$ cat src/rtl/wb_ctrl.sv
// Writeback controller for the RV32I core.
// Drives the writeback select and the register-file write port. A load is
// sequenced over a req/ack read handshake while the core is stalled. If no
// ack arrives within MAX_WAIT request cycles, the load is dropped and
// load_fault pulses for one cycle.
module wb_ctrl #(
  parameter int unsigned width    = 32,
  parameter int unsigned MAX_WAIT = 15
) (
  input  logic             clk,
  input  logic             rst_n,
  input  logic             instr_valid,
  input  logic             reg_write,
  input  logic             is_load,
  input  logic             is_jump,
  input  logic [4:0]       rd_addr,
  input  logic             mem_ack,
  input  logic [width-1:0] mem_rdata,
  output logic             mem_req,
  output logic             stall,
  output logic [1:0]       wb_sel,
  output logic             rf_we,
  output logic [4:0]       rf_waddr,
  output logic [width-1:0] load_data,
  output logic             load_fault
);

  localparam logic [1:0] SelMem = 2'b00;
  localparam logic [1:0] SelAlu = 2'b01;
  localparam logic [1:0] SelPc4 = 2'b10;
  // Value of the wait count in the last request cycle that may still accept an ack.
  localparam logic [7:0] LastWait = 8'(MAX_WAIT - 1);

  typedef enum logic [1:0] {StIdle, StReq, StWb} state_e;

  state_e           state_q;
  logic             mem_req_q;
  logic             load_fault_q;
  logic             ld_we_q;
  logic [4:0]       ld_rd_q;
  logic [7:0]       wait_cnt_q;
  logic [width-1:0] load_data_q;

  logic issue_load;
  logic rd_we_raw;

  // A write to x0 is never enabled.
  assign rd_we_raw  = reg_write && (rd_addr != 5'd0);
  assign issue_load = (state_q == StIdle) && instr_valid && is_load;

  assign mem_req    = mem_req_q;
  assign load_fault = load_fault_q;
  assign load_data  = load_data_q;

  // Load sequencing FSM with its registered handshake and fault outputs.
  always_ff @(posedge clk or negedge rst_n) begin
    if (!rst_n) begin
      state_q      <= StIdle;
      mem_req_q    <= 1'b0;
      load_fault_q <= 1'b0;
      ld_we_q      <= 1'b0;
      ld_rd_q      <= 5'd0;
      wait_cnt_q   <= 8'd0;
      load_data_q  <= '0;
    end else begin
      load_fault_q <= 1'b0;
      case (state_q)
        StIdle: begin
          if (issue_load) begin
            ld_rd_q    <= rd_addr;
            ld_we_q    <= rd_we_raw;
            wait_cnt_q <= 8'd0;
            mem_req_q  <= 1'b1;
            state_q    <= StReq;
          end
        end
        StReq: begin
          // An ack in the final allowed cycle takes priority over the timeout.
          if (mem_ack) begin
            load_data_q <= mem_rdata;
            mem_req_q   <= 1'b0;
            state_q     <= StWb;
          end else if (wait_cnt_q == LastWait) begin
            mem_req_q    <= 1'b0;
            load_fault_q <= 1'b1;
            state_q      <= StIdle;
          end else begin
            wait_cnt_q <= wait_cnt_q + 8'd1;
          end
        end
        StWb: begin
          state_q <= StIdle;
        end
        default: begin
          state_q   <= StIdle;
          mem_req_q <= 1'b0;
        end
      endcase
    end
  end

  // Writeback select, stall and register-file port decode.
  always_comb begin
    wb_sel   = SelAlu;
    rf_we    = 1'b0;
    rf_waddr = 5'd0;
    stall    = 1'b0;
    case (state_q)
      StIdle: begin
        if (instr_valid) begin
          rf_waddr = rd_addr;
          if (is_load) begin
            stall  = 1'b1;
            wb_sel = SelMem;
          end else begin
            wb_sel = is_jump ? SelPc4 : SelAlu;
            rf_we  = rd_we_raw;
          end
        end
      end
      StReq: begin
        stall    = 1'b1;
        wb_sel   = SelMem;
        rf_waddr = ld_rd_q;
      end
      StWb: begin
        wb_sel   = SelMem;
        rf_we    = ld_we_q;
        rf_waddr = ld_rd_q;
      end
      default: begin
        wb_sel = SelAlu;
      end
    endcase
  end

endmodule

$ cat config.mk
export PLATFORM = sky130hd
export DESIGN_NAME = wb_ctrl
export DESIGN_NICKNAME = d
export VERILOG_FILES = /design/src/rtl/wb_ctrl.sv
export SDC_FILE = /design/constraint.sdc
export NUM_CORES = 1
export LEC_CHECK = 0
export CAP_MARGIN = 15
export CORE_UTILIZATION = 44
export CTS_CLUSTER_DIAMETER = 40
export CTS_CLUSTER_SIZE = 30
export DETAILED_ROUTE_END_ITERATION = 16
export PLACE_DENSITY = 0.8
export SETUP_SLACK_MARGIN = 0.02
export SYNTH_ARGS = -nofsm -noshare
export SYNTH_HDL_FRONTEND = slang
export SYNTH_SLANG_ARGS = --single-unit
$ cat constraint.sdc
create_clock -name clk -period 2.2 [get_ports clk]
set_clock_uncertainty 0.15 [all_clocks]
set_input_delay 0.66 -clock clk [delete_from_list [all_inputs] [get_ports clk]]
set_output_delay 0.66 -clock clk [all_outputs]
set_load 0.005 [all_outputs]
==> out/qor.txt <==
Status = complete, but fails checks
Failing checks = setup timing
CP max FO = 2
Die area = 0.00544 sq mm
ANT nets after route = 0
Wirelength per Cell = 15.0 um
GRT overflow = 0
Initial DRC Count = 69
Startpoint Class = primary input
Layout cells sized above 1 = 39.2%
Seq cells post-synth = 50
Fmax = 411 MHz
H-tree levels = 2
Met2 Use GR = 38.1%
First-pass GRT wire length = 8.36 mm
Setup TNS = -826 ps
Setup-failing EPs final = 8
Root buffer cell = clkbuf_8
Slew Limit Headroom = 68.7%
Largest net degree at the start of global routing = 51
Starting Density = 46.7%
Total power = 4.60 mW
Clock latency on the worst-skew pair = 310 ps
Worst VDD drop = 0.738 mV
# DRC = 0
Final nets = 341
Met1 GRT Util = 23.4%
# fillers = 356
CTS tree = yes
CTS Hold Bufs = 0
Slew Limit Fails = 0
Drt pass-1 iters = 4
Vias in the first global route = 1787
Ys async rst share = 100%
Met3 Track Usage GR = 5.49%
Pwr/cell area = 1280 mW/mm^2
Final Cycle Share = 111%
Chip width = 73.8 um
Storage cell area = 0.00125 sq mm
Detailed-route via count = 1825
Part of the Yosys area used for sequential elements = 55.2%
Post-synth EDFFs = 0
Final min period = 2430 ps
RSZ-0062 raised after global routing = yes
Syn Area/Cell = 13.0 sq um
Setup crit start = rd_addr[3]
GRT Total Usage = 20.6%
IO Count = 87
Area Growth Syn to Fin = 58.3%
Total CTS buffers = 5
P_leak = 1.56 nW
Reg clk slew, reported paths = 100 ps
CP required = 1390 ps
Detailed placer's ending HPWL = 3.82 mm
Num rows = 25
CTS Sinks = 50
Worst-Margin Slew = 468 ps
PortBufs = 86
Core Area = 0.00485 sq mm
Gp weighted congestion = 0.762
WP data arrival = 1620 ps
Syn Nets = 225
Vias per inst = 5.10
Ys Warns = 0
Reg-to-Reg Start = state_q[1]$_DFFE_PN0P_
CTS Buffer Depth = 2
GRT Max-Usage Layer = met2
Cells after Synth = 174
HP Class = in -> async
Die height = 73.8 um
Final wirelength = 5.36 mm
Ys flop type = dfrtp_1
Final hold viol count = 0
Crit. End Element = primary output
WS Path Type = in -> out
Max-cap violations = 0
Synthesized cell area = 0.00227 sq mm
Final worst setup slack = -231 ps
Distinct cells, synth = 40
ANT cells = 0
Multi-input gate area in the final layout = 0.00107 sq mm
Initial antenna violation count = 0
worst max-delay path, cell delays in order:
cell and delay [ps]:
buf_6 90, or4_4 530, o21ai_2 140, o31ai_1 80
buf_2 130
flip-flops by register name, summed over array words and instances, names as in the netlist:
name / cells
mem_req: 1
wait_cnt_q: 8
ld_rd_q: 5
state_q: 2
load_fault: 1
ld_we_q: 1
load_data: 32
power by group:
part | internal [mW] | leakage, nW | switching (mW)
combinational | 1.53 | 0.894 | 0.843
clock | 0.345 | 0.0587 | 0.327
sequential | 1.32 | 0.611 | 0.230
cell usage after synthesis (2+ instances only):
cell type / n / share of area, %
inv_1: 3 / 0.50
and3_1: 2 / 0.55
nand2b_1: 3 / 0.83
a22oi_1: 5 / 1.7
dfrtp_1: 50 / 55
nand2_1: 11 / 1.8
mux2_2: 38 / 19
nand3_1: 2 / 0.44
and2_1: 2 / 0.55
o21ai_0: 4 / 0.88
a31oi_1: 3 / 0.83
ha_1: 7 / 3.9
nor4b_1: 2 / 0.77
nand3b_1: 2 / 0.66
buf_2: 5 / 1.1
o31ai_1: 3 / 0.99
nor2_1: 9 / 1.5
logic make-up after synthesis:
| family | count (synthesis) | synth area share [%] |
|---|---|---|
| adder cells (fa/ha/maj) | 7 | 3.87 |
| buffers and inverters | 9 | 1.77 |
| AO/OA/AOI/OAI | 27 | 9.39 |
| multiplexers | 39 | 19.3 |
| flip-flops | 50 | 55.2 |
| XOR/XNOR | 1 | 0.387 |
| AND/OR/NAND/NOR | 41 | 10.0 |
area by class of cell:
type | instances | share of cell area, %
timing repair buffer | 115 | 29.3
clock inverter | 3 | 1.33
tap | 67 | 2.34
multi-input combinational | 115 | 29.9
clock buffer | 5 | 1.92
inverter | 3 | 0.314
sequential | 50 | 34.9
worst paths after layout:
| check | to | slack [ps] | cells after the start |
|---|---|---|---|
| max | rf_we | -230 | 5 |
| max reg2reg | wait_cnt_q[3]$_DFFE_PN0P_ | 50 | 8 |
| min in group clk | load_data[16]$_DFFE_PN0P_ | 360 | 1 |
| min | load_data[11]$_DFFE_PN0P_ | 160 | 2 |
| max in group asynchronous | load_data[28]$_DFFE_PN0P_ | 1500 | 2 |
| min reg2reg | load_data[16]$_DFFE_PN0P_ | 360 | 1 |
routing by layer:
layer | share of wire, % | vias up
li1 | - | 861
met1 | 39 | 914
met2 | 56 | 43
met3 | 4.4 | 7
met4 | 1.3 | 0
met5 | 0 | -
timing repair:
action                                  in CTS  in global routing
resized for setup                           76                 13
buffers inserted                             3                  1
pin swaps                                    9                  4
endpoints found under the setup margin      14                 10
stage by stage:
| step | hold WS (ps) | std cells | utilization [%] | worst slack, ps | instance area (sq um) |
|---|---|---|---|---|---|
| after floorplan | 214 | 174 | - | -7.54 | 2270 |
| after global placement | 321 | 346 | 69.9 | -924 | 3390 |
| after detailed placement | 342 | 346 | 69.9 | -947 | 3390 |
| after CTS | 179 | 357 | 73.0 | -262 | 3540 |
| after global routing | 172 | 358 | 74.0 | -254 | 3590 |
| final | 162 | 358 | 74.0 | -231 | 3590 |
cell usage in the layout, fill, tap and decap left out, types with 2 or more instances in the layout:
master / instances
dlygate4sd2_1: 2
buf_2: 11
buf_12: 2
a22oi_2: 5
o31ai_1: 2
nor4b_2: 2
buf_6: 6
ha_4: 2
clkdlybuf4s50_1: 68
o21ai_0: 3
nor2_1: 9
inv_2: 2
and3_1: 2
clkbuf_8: 5
dfrtp_1: 50
nand2b_1: 2
nand3_1: 2
ha_1: 4
mux2_2: 38
clkbuf_2: 2
buf_4: 24
nand3b_1: 2
nand2_1: 9
a31oi_1: 3
No activity file was read; power rests on OpenSTA's default activity.
